--- src/rtl/fast_cmd_pkg.sv ---
// Fast-command byte definitions and small helpers shared by the arbiter and its FIFO.
package fast_cmd_pkg;

  localparam logic [7:0] CMD_IDLE       = 8'hF0;
  localparam logic [7:0] CMD_LINK_RESET = 8'h33;
  localparam logic [7:0] CMD_BCR        = 8'h5A;
  localparam logic [7:0] CMD_STP        = 8'h55;
  localparam logic [7:0] CMD_L1ACR      = 8'h66;
  localparam logic [7:0] CMD_CHARGE_INJ = 8'h69;
  localparam logic [7:0] CMD_L1A        = 8'h96;
  localparam logic [7:0] CMD_L1A_BCR    = 8'h99;
  localparam logic [7:0] CMD_WS_START   = 8'hA5;
  localparam logic [7:0] CMD_WS_STOP    = 8'hAA;

  typedef enum logic [2:0] {
    SEL_IDLE,
    SEL_BCR,
    SEL_L1A_BCR,
    SEL_WS,
    SEL_L1A,
    SEL_SEQ
  } fcSel_t;

  // While triggers are held the sequencer must not be able to fake an L1A.
  function automatic logic [7:0] filterSeqCmd(input logic hold, input logic [7:0] cmd);
    logic [7:0] result;
    result = cmd;
    if (hold && cmd == CMD_L1A) result = CMD_IDLE;
    if (hold && cmd == CMD_L1A_BCR) result = CMD_BCR;
    return result;
  endfunction

  function automatic logic [15:0] satInc16(input logic [15:0] value);
    return (value == 16'hFFFF) ? value : value + 16'd1;
  endfunction

endpackage

--- src/rtl/fc_l1a_fifo.sv ---
// Occupancy-counter queue of pending L1As; an L1A carries no payload, so only the count is kept.
module fc_l1a_fifo
  import fast_cmd_pkg::*;
#(
  parameter int DEPTH = 4
) (
  input  logic clk40,
  input  logic rst,
  input  logic push,
  input  logic pop,
  output logic full,
  output logic empty
);

  localparam int CW = $clog2(DEPTH + 1);

  logic [CW-1:0] count;

  assign full  = (count == CW'(DEPTH));
  assign empty = (count == '0);

  // A simultaneous push and pop leaves the level unchanged, even when full.
  always_ff @(posedge clk40) begin
    if (rst) begin
      count <= '0;
    end else if (push && pop && !empty) begin
      count <= count;
    end else if (push && !full) begin
      count <= count + CW'(1);
    end else if (pop && !empty) begin
      count <= count - CW'(1);
    end
  end

endmodule

--- src/rtl/fast_cmd_arbiter.sv ---
// Fast-command arbiter: merges BCR, queued L1As, waveform-sampler and sequencer bytes into one BC-rate stream.
// Define FC_ARB_TRIG_RULE_EN to enforce the minimum idle gap between emitted L1As.
module fast_cmd_arbiter
  import fast_cmd_pkg::*;
#(
  parameter int ORBIT_LEN      = 3564,
  parameter int L1A_FIFO_DEPTH = 4
) (
  input  logic        clk40,
  input  logic        rst,
  input  logic        bcr_en,
  input  logic [11:0] bcr_offset,
  input  logic        l1a_req,
  input  logic        hold_l1a,
  input  logic [3:0]  l1a_min_gap,
  input  logic        ws_req,
  input  logic        ws_start,
  input  logic        seq_valid,
  input  logic [7:0]  seq_cmd,
  output logic        seq_ready,
  output logic [7:0]  fc_byte,
  output logic [11:0] bc_cnt,
  output logic [15:0] l1a_cnt,
  output logic [15:0] l1a_drop_cnt
);

  logic   bcrSlot;
  logic   pushReq;
  logic   wsNow;
  logic   wsPolNow;
  logic   gapOpen;
  logic   l1aEligible;
  logic   l1aTaken;
  logic   fifoPush;
  logic   fifoPop;
  logic   fifoFull;
  logic   fifoEmpty;
  logic   dropEvt;
  logic   wsPending;
  logic   wsPolarity;
  fcSel_t selSrc;
  logic [7:0] nextByte;

  always_ff @(posedge clk40) begin
    if (rst) begin
      bc_cnt <= '0;
    end else if (bc_cnt == 12'(ORBIT_LEN - 1)) begin
      bc_cnt <= '0;
    end else begin
      bc_cnt <= bc_cnt + 12'd1;
    end
  end

  assign bcrSlot = !rst && bcr_en && (32'(bcr_offset) < ORBIT_LEN) && (bc_cnt == bcr_offset);

  // A request arriving this cycle is already visible to arbitration, bypassing the queue.
  assign pushReq  = !rst && l1a_req && !hold_l1a;
  assign wsNow    = !rst && (wsPending || ws_req);
  assign wsPolNow = ws_req ? ws_start : wsPolarity;

`ifdef FC_ARB_TRIG_RULE_EN
  logic [3:0] gapCnt;

  always_ff @(posedge clk40) begin
    if (rst) begin
      gapCnt <= '0;
    end else if (l1aTaken) begin
      gapCnt <= l1a_min_gap;
    end else if (gapCnt != 4'd0) begin
      gapCnt <= gapCnt - 4'd1;
    end
  end

  assign gapOpen = (gapCnt == 4'd0);
`else
  logic unusedMinGap;
  assign unusedMinGap = ^l1a_min_gap;
  assign gapOpen      = 1'b1;
`endif

  assign l1aEligible = !rst && (!fifoEmpty || pushReq) && gapOpen;
  assign seq_ready   = !rst && !bcrSlot && !wsNow && !l1aEligible;

  always_comb begin
    selSrc = SEL_IDLE;
    if (bcrSlot) begin
      selSrc = l1aEligible ? SEL_L1A_BCR : SEL_BCR;
    end else if (wsNow) begin
      selSrc = SEL_WS;
    end else if (l1aEligible) begin
      selSrc = SEL_L1A;
    end else if (seq_valid && !rst) begin
      selSrc = SEL_SEQ;
    end
  end

  always_comb begin
    nextByte = CMD_IDLE;
    case (selSrc)
      SEL_BCR:     nextByte = CMD_BCR;
      SEL_L1A_BCR: nextByte = CMD_L1A_BCR;
      SEL_WS:      nextByte = wsPolNow ? CMD_WS_START : CMD_WS_STOP;
      SEL_L1A:     nextByte = CMD_L1A;
      SEL_SEQ:     nextByte = filterSeqCmd(hold_l1a, seq_cmd);
      default:     nextByte = CMD_IDLE;
    endcase
  end

  assign l1aTaken = (selSrc == SEL_L1A_BCR) || (selSrc == SEL_L1A);
  assign fifoPop  = l1aTaken && !fifoEmpty;
  assign fifoPush = pushReq && !(l1aTaken && fifoEmpty);
  assign dropEvt  = fifoPush && fifoFull && !fifoPop;

  fc_l1a_fifo #(
    .DEPTH(L1A_FIFO_DEPTH)
  ) l1aFifo (
    .clk40(clk40),
    .rst  (rst),
    .push (fifoPush),
    .pop  (fifoPop),
    .full (fifoFull),
    .empty(fifoEmpty)
  );

  // A request granted in its own cycle never lands in the pending flag.
  always_ff @(posedge clk40) begin
    if (rst) begin
      wsPending  <= 1'b0;
      wsPolarity <= 1'b0;
    end else if (ws_req) begin
      wsPending  <= (selSrc != SEL_WS);
      wsPolarity <= ws_start;
    end else if (selSrc == SEL_WS) begin
      wsPending <= 1'b0;
    end
  end

  always_ff @(posedge clk40) begin
    if (rst) begin
      fc_byte      <= CMD_IDLE;
      l1a_cnt      <= '0;
      l1a_drop_cnt <= '0;
    end else begin
      fc_byte <= nextByte;
      if (l1aTaken) l1a_cnt <= satInc16(l1a_cnt);
      if (dropEvt) l1a_drop_cnt <= satInc16(l1a_drop_cnt);
    end
  end

endmodule

--- config.mk ---
export PLATFORM = sky130hd
export DESIGN_NAME = fast_cmd_arbiter
export DESIGN_NICKNAME = d
export VERILOG_FILES = /design/src/rtl/fast_cmd_pkg.sv /design/src/rtl/fc_l1a_fifo.sv /design/src/rtl/fast_cmd_arbiter.sv
export SDC_FILE = /design/constraint.sdc
export NUM_CORES = 1
export LEC_CHECK = 0
export ABC_AREA = 1
export ABC_CLOCK_PERIOD_IN_PS = 5900
export CAP_MARGIN = 15
export CORE_MARGIN = 3
export CORE_UTILIZATION = 54
export CTS_BUF_LIST = sky130_fd_sc_hd__clkbuf_16
export DETAILED_ROUTE_END_ITERATION = 6
export PLACE_DENSITY_LB_ADDON = 0.08
export SLEW_MARGIN = 10
export SYNTH_ARGS = -nofsm -noshare
export SYNTH_HDL_FRONTEND = slang
export SYNTH_HIERARCHICAL = 1
export SYNTH_SLANG_ARGS = --single-unit
export TNS_END_PERCENT = 100
--- constraint.sdc ---
create_clock -name clk40 -period 5.9 [get_ports clk40]
set_input_delay 1.77 -clock clk40 [delete_from_list [all_inputs] [get_ports clk40]]
set_output_delay 1.77 -clock clk40 [all_outputs]
set_load 0.01 [all_outputs]
==> impl_results.md <==
* Async S/R FF share, synth at 0
* Slack of the worst reg-to-reg path at 3.28 ns
* Total area of multi-input combinational cells at ~2100 um2
* Cell with the largest stage delay on the worst path: sky130_fd_sc_hd__clkdlybuf4s50_1
* Vias post-DR at ~3,800
* Endpoint of the worst register-to-register path: l1aFifo/count[2]
* Minimum setup slack after placement at about 0.45 ns
* Number of antenna violations at the first check in global routing at 0
* Warnings from Yosys at 6
* Overall power at slightly above 1 mW
* Cell Area, Placed at between 4000 and 5000 um2
* Portion of total power attributed to sequential cells at 0.395
* Die Area at about 7700 um2
* Worst hold slack at 0.501 ns
* Register cell area after layout at 1140 um2
* Area growth syn-to-layout at 30.7%
* TritonCTS clock tree: yes
* Rel. slew slack at 0.418
* Final cell count without fillers at 696
* # diodes at 0
* Fraction of the yosys area taken by sequential cells at 0.315
* Setup clock skew after layout at a little under 0.007 ns
* Data arrival time of the critical path at between 3 and 4 ns
* Top-level I/O count at 85
* Final number of max-transition violations at 0
* Number of buffers added by the clock tree synthesis step at 9
* Hpwl dp at around 6.9 mm
* Fmax at 0.184 GHz
* Number of fill cells at about 500
* Core region area at between 6000 and 7000 um2
* Combinational cell fraction of total power at 0.118
* CTS Buffer Depth at 2
* Final Util at 0.738
* Source of the worst register-to-register timing path: bc_cnt[2]
* Power Internal at 766 uW
* Wire length reported by the detailed router at 9.60 mm
* Count of buffer and inverter cells on the critical path at 4
* Sum of overflow across all layers after global routing at 0
* Total of cells resized after clock tree synthesis at 0
* Initial cell density of the core at 0.565
* Power spent charging and discharging nets at approximately 250 uW
* Timing endpoint of the critical path: seq_ready
* Cell type with the highest occurrence count on the critical path: sky130_fd_sc_hd__clkdlybuf4s50_1
* Setup TNS after final layout at 0 ns
* Launching element of the worst setup path: rst
* MaxCap Viol Count at 0
* Worst-Margin Slew at approximately 0.86 ns
* Maximum number of pins on one net before global-route repair at 33
* Gate count of the mapped netlist at around 530
* Violation count after the first detailed-routing iteration at 172
* Setup violation total in the final timing report at 0
* Leakage power at about 1.8 nW
* Global-route wire length before repair at about 16 mm
* Net switching share of the total power at 0.246
* Post-route worst setup slack at around 0.48 ns
* Setup repair after global routing missed its margin: no
* HP Class: flop to flop
* Post-Syn Area per Cell at about 6.8 um2
* Most frequent cells in the layout: sky130_fd_sc_hd__nand2_1, sky130_fd_sc_hd__clkdlybuf4s50_1, sky130_fd_sc_hd__inv_1
* Crit Path Category: input port to output port
* Global-route total usage across every layer at 0.258
* Cell total after placement at about 700
* Critical path's top delay family: buffers and inverters
* Delay contributed by the slowest stage of the critical path at 0.47 ns
* Post-layout net count at approximately 650
* Clock network fraction of total power at 0.487
* Latest clock arrival within the worst-skew pair at 0.33 ns
* Number of buffers added to fix hold violations after cts at 0
* Power density of the placed cells at ~210 nW/um2
* Endpoint type of the worst setup path: output port
* Count of port buffers added during placement at 80
* Vias in the first global route at 3,601
* Fin crit share at 0.919
* Maximum fanout count along the critical path at 11
* Primary FF master, synth: sky130_fd_sc_hd__dfxtp_1
* Peak ir drop on the vdd network at 0.133 mV
* Clock Tree Root: sky130_fd_sc_hd__clkbuf_16
* Number of H-tree levels at 3
* Layout cells sized above 1 at 0.116
* Buffers inserted by post-CTS timing repair at 0
* Depth of the worst register-to-register path at 14
* Horizontal die dimension at just under 90 um
* Total number of cells along the worst setup path at 10
* Die extent in y at a little under 90 um
* Length of the first detailed-routing pass in iterations at 6
* Required time at the endpoint of the critical path at between 4 and 5 ns
* Synthesized netlist net count at between 500 and 600
* Most common cell after layout, fill and taps aside: sky130_fd_sc_hd__nand2_1
* Seq cells post-synth at between 50 and 60
* Final hold viol count at 0
* Number of synthesized flops with an enable pin at 0
* Cell variety after synth at between 40 and 50
* Sort of element at the start of the critical path: input port
* Run status: complete, no violations
* Final routed wire length divided by cell count at 13.8 um
* Post-detailed-route DRC marker count at 0
* Worst path cell trace: clkdlybuf4s50_1 > inv_2 > nand2_1 > nor2_1 > nand3_1 > nor2_2 > nand3_4 > nand4_1 > inv_1 > clkdlybuf4s50_1
* ANT nets after route at 0
* Via density per instance at 5.47
* Std-Cell Rows at 29
* Summed instance area of the synthesized netlist at around 3600 um2
* Tmin final at ~5.4 ns
* Sink Count at 57
* Final Cell Area at roughly 4700 um2
* Clock-pin slew reported for the worst setup and hold paths after clock tree synthesis at 0.05 ns
* RePlAce Congestion at slightly above 0.9
==> routing by layer <==
layer  track usage  wire (um)  share of wire
met4         0.124        278          0.029
met2         0.429       4760           0.50
met5             0          0              0
met3        0.0480        496          0.052
met1         0.321       4070           0.42
==> cells in the mapped netlist, drive strengths merged (4+ instances only) <==
master	count	area, um2
xnor2	6	52.6
a31oi	4	25.0
nand3	32	185
a21oi	39	255
nor3	19	100
nand2	130	559
dfxtp	57	1140
clkbuf	5	18.8
nor2	52	218
inv	82	310
buf	7	55.1
xor2	21	184
nand4	28	175
o21ai	25	125
nor4	7	43.8
==> layout make-up <==
cell class,instances,area share
Multi-Input combinational cell,382,0.442
Sequential cell,57,0.241
Timing Repair Buffer,82,0.172
Inverter,83,0.0665
Clock buffer,9,0.0475
Tap cell,77,0.0203
Clock inverter,6,0.0108
==> how the worst min path moves through the flow <==
stage	from	cells after the start	slack, ns	endpoint
finish	bc_cnt[0]	1	0.50	bc_cnt[0]
CTS	l1a_cnt[15]	2	0.50	l1a_cnt[15]
detailed placement	l1a_cnt[15]	2	0.49	l1a_cnt[15]
global route	l1a_cnt[15]	2	0.53	l1a_cnt[15]
global placement	bc_cnt[0]	1	0.47	bc_cnt[0]
floorplan	wsPolarity	2	0.47	wsPolarity
==> sequential cells by signal (all words and copies together) (netlist names) <==
signal / flops
wsPolarity: 1
l1a_drop_cnt: 16
fc_byte: 8
bc_cnt: 12
l1aFifo/count: 3
l1a_cnt: 16
wsPending: 1
==> logic make-up after synthesis <==
family / count (synthesis) / share of synthesized area
AOI/OAI and AO/OA: 75 / 0.127
xor gates and xnor gates: 27 / 0.0652
adders and majority gates: 4 / 0.0159
buffers and inverters: 95 / 0.107
DFF: 57 / 0.315
muxes: 1 / 0.00276
and+or+nand+nor: 275 / 0.367
==> power groups by stage <==
stage / Sequential [mW] / Combinational (mW) / Clock (mW)
CTS: 0.401 / 0.120 / 0.497
detailed placement: 0.409 / 0.119 / 0
finish: 0.401 / 0.120 / 0.494
global route: 0.402 / 0.131 / 0.516
global placement: 0.409 / 0.116 / 0
floorplan: 0.413 / 0.0645 / 0
(Power assumes the default switching activity.)
==> patch 1, RTL diff (same settings) <==
`L1A_FIFO_DEPTH`: 4 -> 8.
--- a/src/rtl/fast_cmd_arbiter.sv
+++ b/src/rtl/fast_cmd_arbiter.sv
@@ -4,7 +4,7 @@
   import fast_cmd_pkg::*;
 #(
   parameter int ORBIT_LEN      = 3564,
-  parameter int L1A_FIFO_DEPTH = 4
+  parameter int L1A_FIFO_DEPTH = 8
 ) (
   input  logic        clk40,
   input  logic        rst,
Function: changed (Yosys sat finds a counterexample within 10 cycles, from zero or initial values and one cycle with rst high).
==> patch 1 against the original RTL <==
- via count rose by 1.2%
- wire length rose by 4.3%
- total power rose by 4.6%
- critical path type unchanged
- setup slack got worse by 0.054 ns
- design area rose by 2.2%
- count of clock-buffer cells in the layout did not move
- area after synthesis rose by 2.9%
- sequential cell count rose by 1
- critical endpoint unchanged
==> patch 1: results (changes against the original RTL) <==
status=finished, final reports clean (unchanged); count of input and output buffers=80 (unchanged); worst slew pin tran=1.10 ns (was 0.861 ns); CTS Buf Count=9 (unchanged); syn_nets=583 (was 570); # Post-CTS Setup Buffers=0 (unchanged); dominant synthesized flop cell=dfxtp_1 (unchanged); maximum vdd ir drop=0.182 mV (was 0.133 mV); DPL Wire Length=7.30 mm (was 6.90 mm); P_leak=1.89 nW (was 1.85 nW); global-route wire length before repair=16.5 mm (was 16.0 mm); nets=663 (was 651); DRT iter0 DRCs=185 (was 172); diodes inserted=0 (unchanged); HP Class=register to register (unchanged); Worst path slowest cell=clkdlybuf4s50_1 (unchanged); routed vias=3852 (was 3807); Cell variety after synth=45 (was 43); ranking of synthesized cells by area=dfxtp_1, nand2_1, inv_1, xor2_1, nand4_1 (was dfxtp_1, nand2_1, inv_1, xor2_1, nor2_1); Crit path arrival time=3.71 ns (was 3.65 ns); initial antenna violation count=0 (unchanged); multiplexer share of the synthesized area=0.268% (was 0.276%); largest net degree at the start of global routing=35 (was 33); total global-route track usage=26.2% (was 25.8%); Worst-path clk slew=0.05 ns (about the same); Post-Synth Adder-Cell Area=2.21% (was 1.59%); Hold Crit Depth=2 (was 1); worst-skew pair later-pin latency=0.33 ns (about the same); number of global-route vias before repair=3552 (was 3601); Synth Area in Compound Gates=12.6% (was 12.7%); gpl congestion=0.912 (was 0.922); Setup Skew=0.00725 ns (was 0.00678 ns); biggest regs=l1a_cnt (16), l1a_drop_cnt (16), bc_cnt (12) (unchanged); max cap viols=0 (unchanged); post-synthesis sequential area ratio=31.1% (was 31.5%); R2R depth=16 (was 14); slowest stage delay, CP=0.47 ns (about the same); Pre-Repair DR Iteration Count=4 (was 6); Synth top cells by count=nand2_1, inv_1, dfxtp_1 (unchanged); DRT Wirelength=10.0 mm (was 9.60 mm); Longest Clk Path Bufs=2 (unchanged); crit-path leading delay family=buffers and inverters (unchanged); layout cell share with drive strength beyond 1=11.4% (was 11.6%); Synth warnings=6 (unchanged); post_cts resized=0 (unchanged); root buffer cell=clkbuf_16 (unchanged); Async SR Flop Fraction=0% (unchanged); XOR/XNOR share of the synthesized area=6.57% (was 6.52%); Cell Area, Placed=4570 um^2 (was 4460 um^2); Crit Path Max Fanout=11 (unchanged); H-tree levels=3 (unchanged); pre-CTS WS=0.431 ns (was 0.448 ns)
## patch 1: worst paths after layout
path                                        end                startpoint  slack [ns]
setup / recovery                      seq_ready                       rst        0.42
hold / removal         l1a_cnt[15]$_SDFFE_PP0P_  l1a_cnt[15]$_SDFFE_PP0P_        0.50
setup reg to reg  l1aFifo/count[3]$_SDFFE_PP0P_      bc_cnt[5]$_SDFF_PP0_        3.04
hold reg to reg        l1a_cnt[15]$_SDFFE_PP0P_  l1a_cnt[15]$_SDFFE_PP0P_        0.50
## patch 1: cells by family after synthesis
| kind of cell | count (synthesis) |
|---|---|
| and+or+nand+nor | 281 |
| DFF | 58 |
| adders and majority gates | 6 |
| AOI/OAI and AO/OA | 77 |
| buffers and inverters | 94 |
| xor gates and xnor gates | 28 |
| muxes | 1 |
## patch 1: layout make-up
cell class                 instances  area, um^2
inverter                          82         312
clock inverter                     7        53.8
timing repair buffer              81         808
fill                             529        1680
tap                               77        96.3
multi-input combinational        393        2190
sequential                        58        1160
clock buffer                       9         225
## patch 1: metrics by stage
| step | power (mW) | instances |
|---|---|---|
| floorplan | 0.512 | 545 |
| global route | 1.10 | 707 |
| CTS | 1.07 | 707 |
| finish | 1.06 | 707 |
| global placement | 0.567 | 691 |
| detailed placement | 0.570 | 691 |
## patch 1: per-layer routing
layer	wire length [um]	track usage, %	share of wire (%)	up-vias
met5	0	0	0	-
met4	114	7.98	1.1	0
met3	728	6.82	7.3	16
met2	4650	41.9	46	140
met1	4520	34.6	45	1743
li1	-	-	-	1953
## patch 1: power breakdown
part | internal (mW) | switching [mW] | total [mW]
clock | 0.318 | 0.178 | 0.497
sequential | 0.404 | 0.00869 | 0.413
combinational | 0.0636 | 0.0889 | 0.152
==> patch 2, RTL diff (same flow settings) <==
Made on the original files. Register the output `l1a_drop_cnt` once more, with the module's reset; this adds one clock of latency there. The other outputs are not delayed to match.
--- a/src/rtl/fast_cmd_arbiter.sv
+++ b/src/rtl/fast_cmd_arbiter.sv
@@ -23,6 +23,8 @@
   output logic [15:0] l1a_cnt,
   output logic [15:0] l1a_drop_cnt
 );
+
+  logic [15:0] l1a_drop_cnt_s0;
 
   logic   bcrSlot;
   logic   pushReq;
@@ -139,11 +141,19 @@
     if (rst) begin
       fc_byte      <= CMD_IDLE;
       l1a_cnt      <= '0;
-      l1a_drop_cnt <= '0;
+      l1a_drop_cnt_s0 <= '0;
     end else begin
       fc_byte <= nextByte;
       if (l1aTaken) l1a_cnt <= satInc16(l1a_cnt);
-      if (dropEvt) l1a_drop_cnt <= satInc16(l1a_drop_cnt);
+      if (dropEvt) l1a_drop_cnt_s0 <= satInc16(l1a_drop_cnt_s0);
+    end
+  end
+
+  always_ff @(posedge clk40) begin
+    if (rst) begin
+      l1a_drop_cnt <= '0;
+    end else begin
+      l1a_drop_cnt <= l1a_drop_cnt_s0;
     end
   end
 
Behaviour: not the same (a bounded check fails within 10 cycles, from zero or initial values and one cycle with rst high).
==> patch 2 against the original RTL <==
- total power is 13% higher
- setup slack gained 0.041 ns
- utilization shrank 2.5 points
- sequential power up 27%
- synthesized cell count up 5.8%
- area after synthesis increased by 12%
- wire length rose by 0.10%
- design area increased by 9.7%
- first-iteration DRC count fell by 4.1%
- sequential cell count rose by 16
- cell count increased by 7.9%
- via count increased by 1.9%
==> patch 2: results (changes against the original RTL) <==
met1 wire length=4.41 mm (was 4.07 mm); wire length on met3=531 um (was 496 um); HP Start=l1a_drop_cnt_s0[15]$_SDFFE_PP0P_ (was bc_cnt[0]$_SDFF_PP0_); maximum vdd ir drop=0.138 mV (was 0.133 mV); routed vias=3879 (was 3807); XOR/XNOR share of the synthesized area=3.88% (was 6.52%); WL met2=4.55 mm (was 4.76 mm); Synth top cells by count=nand2_1, nor2_1, dfxtp_1 (was nand2_1, inv_1, dfxtp_1); WHS Endpoint=l1a_drop_cnt_s0[15]$_SDFFE_PP0P_ (was bc_cnt[0]$_SDFF_PP0_); gpl congestion=0.893 (was 0.922); post-synthesis sequential area ratio=35.9% (was 31.5%); Layout fillers=610 (was 502); met2 Use GR=39.1% (was 42.9%); drt wl/cell=12.8 um (was 13.8 um); number of global-route vias before repair=3674 (was 3601); DRT iter0 DRCs=165 (was 172); status=finished, final reports clean (unchanged); syn_nets=601 (was 570); multiplexer share of the synthesized area=0.246% (was 0.276%); Global Route met1 Usage=29.0% (was 32.1%); pre-CTS WS=0.528 ns (was 0.448 ns); nets=684 (was 651); Pre-Repair DR Iteration Count=4 (was 6); Synth Area in Compound Gates=8.68% (was 12.7%); Hold Crit Depth=2 (was 1)
-- patch 2: worst max-delay path: cells and delay by family --
kind / cells / cell delay [ns]
buffers and inverters: 4 / 1.08
AND/OR/NAND/NOR: 7 / 0.75
-- patch 2: stage by stage --
step	hold WS [ns]	utilization (%)	std cells	cell area (um^2)	power (mW)
4_1_cts	0.469	71.3	751	5200	1.15
3_5_place_dp	0.459	67.5	736	4920	0.642
5_1_grt	0.485	71.3	751	5200	1.19
3_3_place_gp	0.454	67.5	736	4920	0.640
6_report	0.468	71.3	751	5200	1.14
2_1_floorplan	0.444	-	565	4070	0.588
-- patch 2: area by class of cell --
class	count	area, um^2	share of cell area (%)
repair buffers	82	811	15.6
multi-input cells	400	2210	42.5
clock buffers	9	225	4.33
clock inverters	6	53.8	1.03
well taps	99	124	2.38
flip-flops and latches	73	1460	28.1
inverters	82	313	6.02
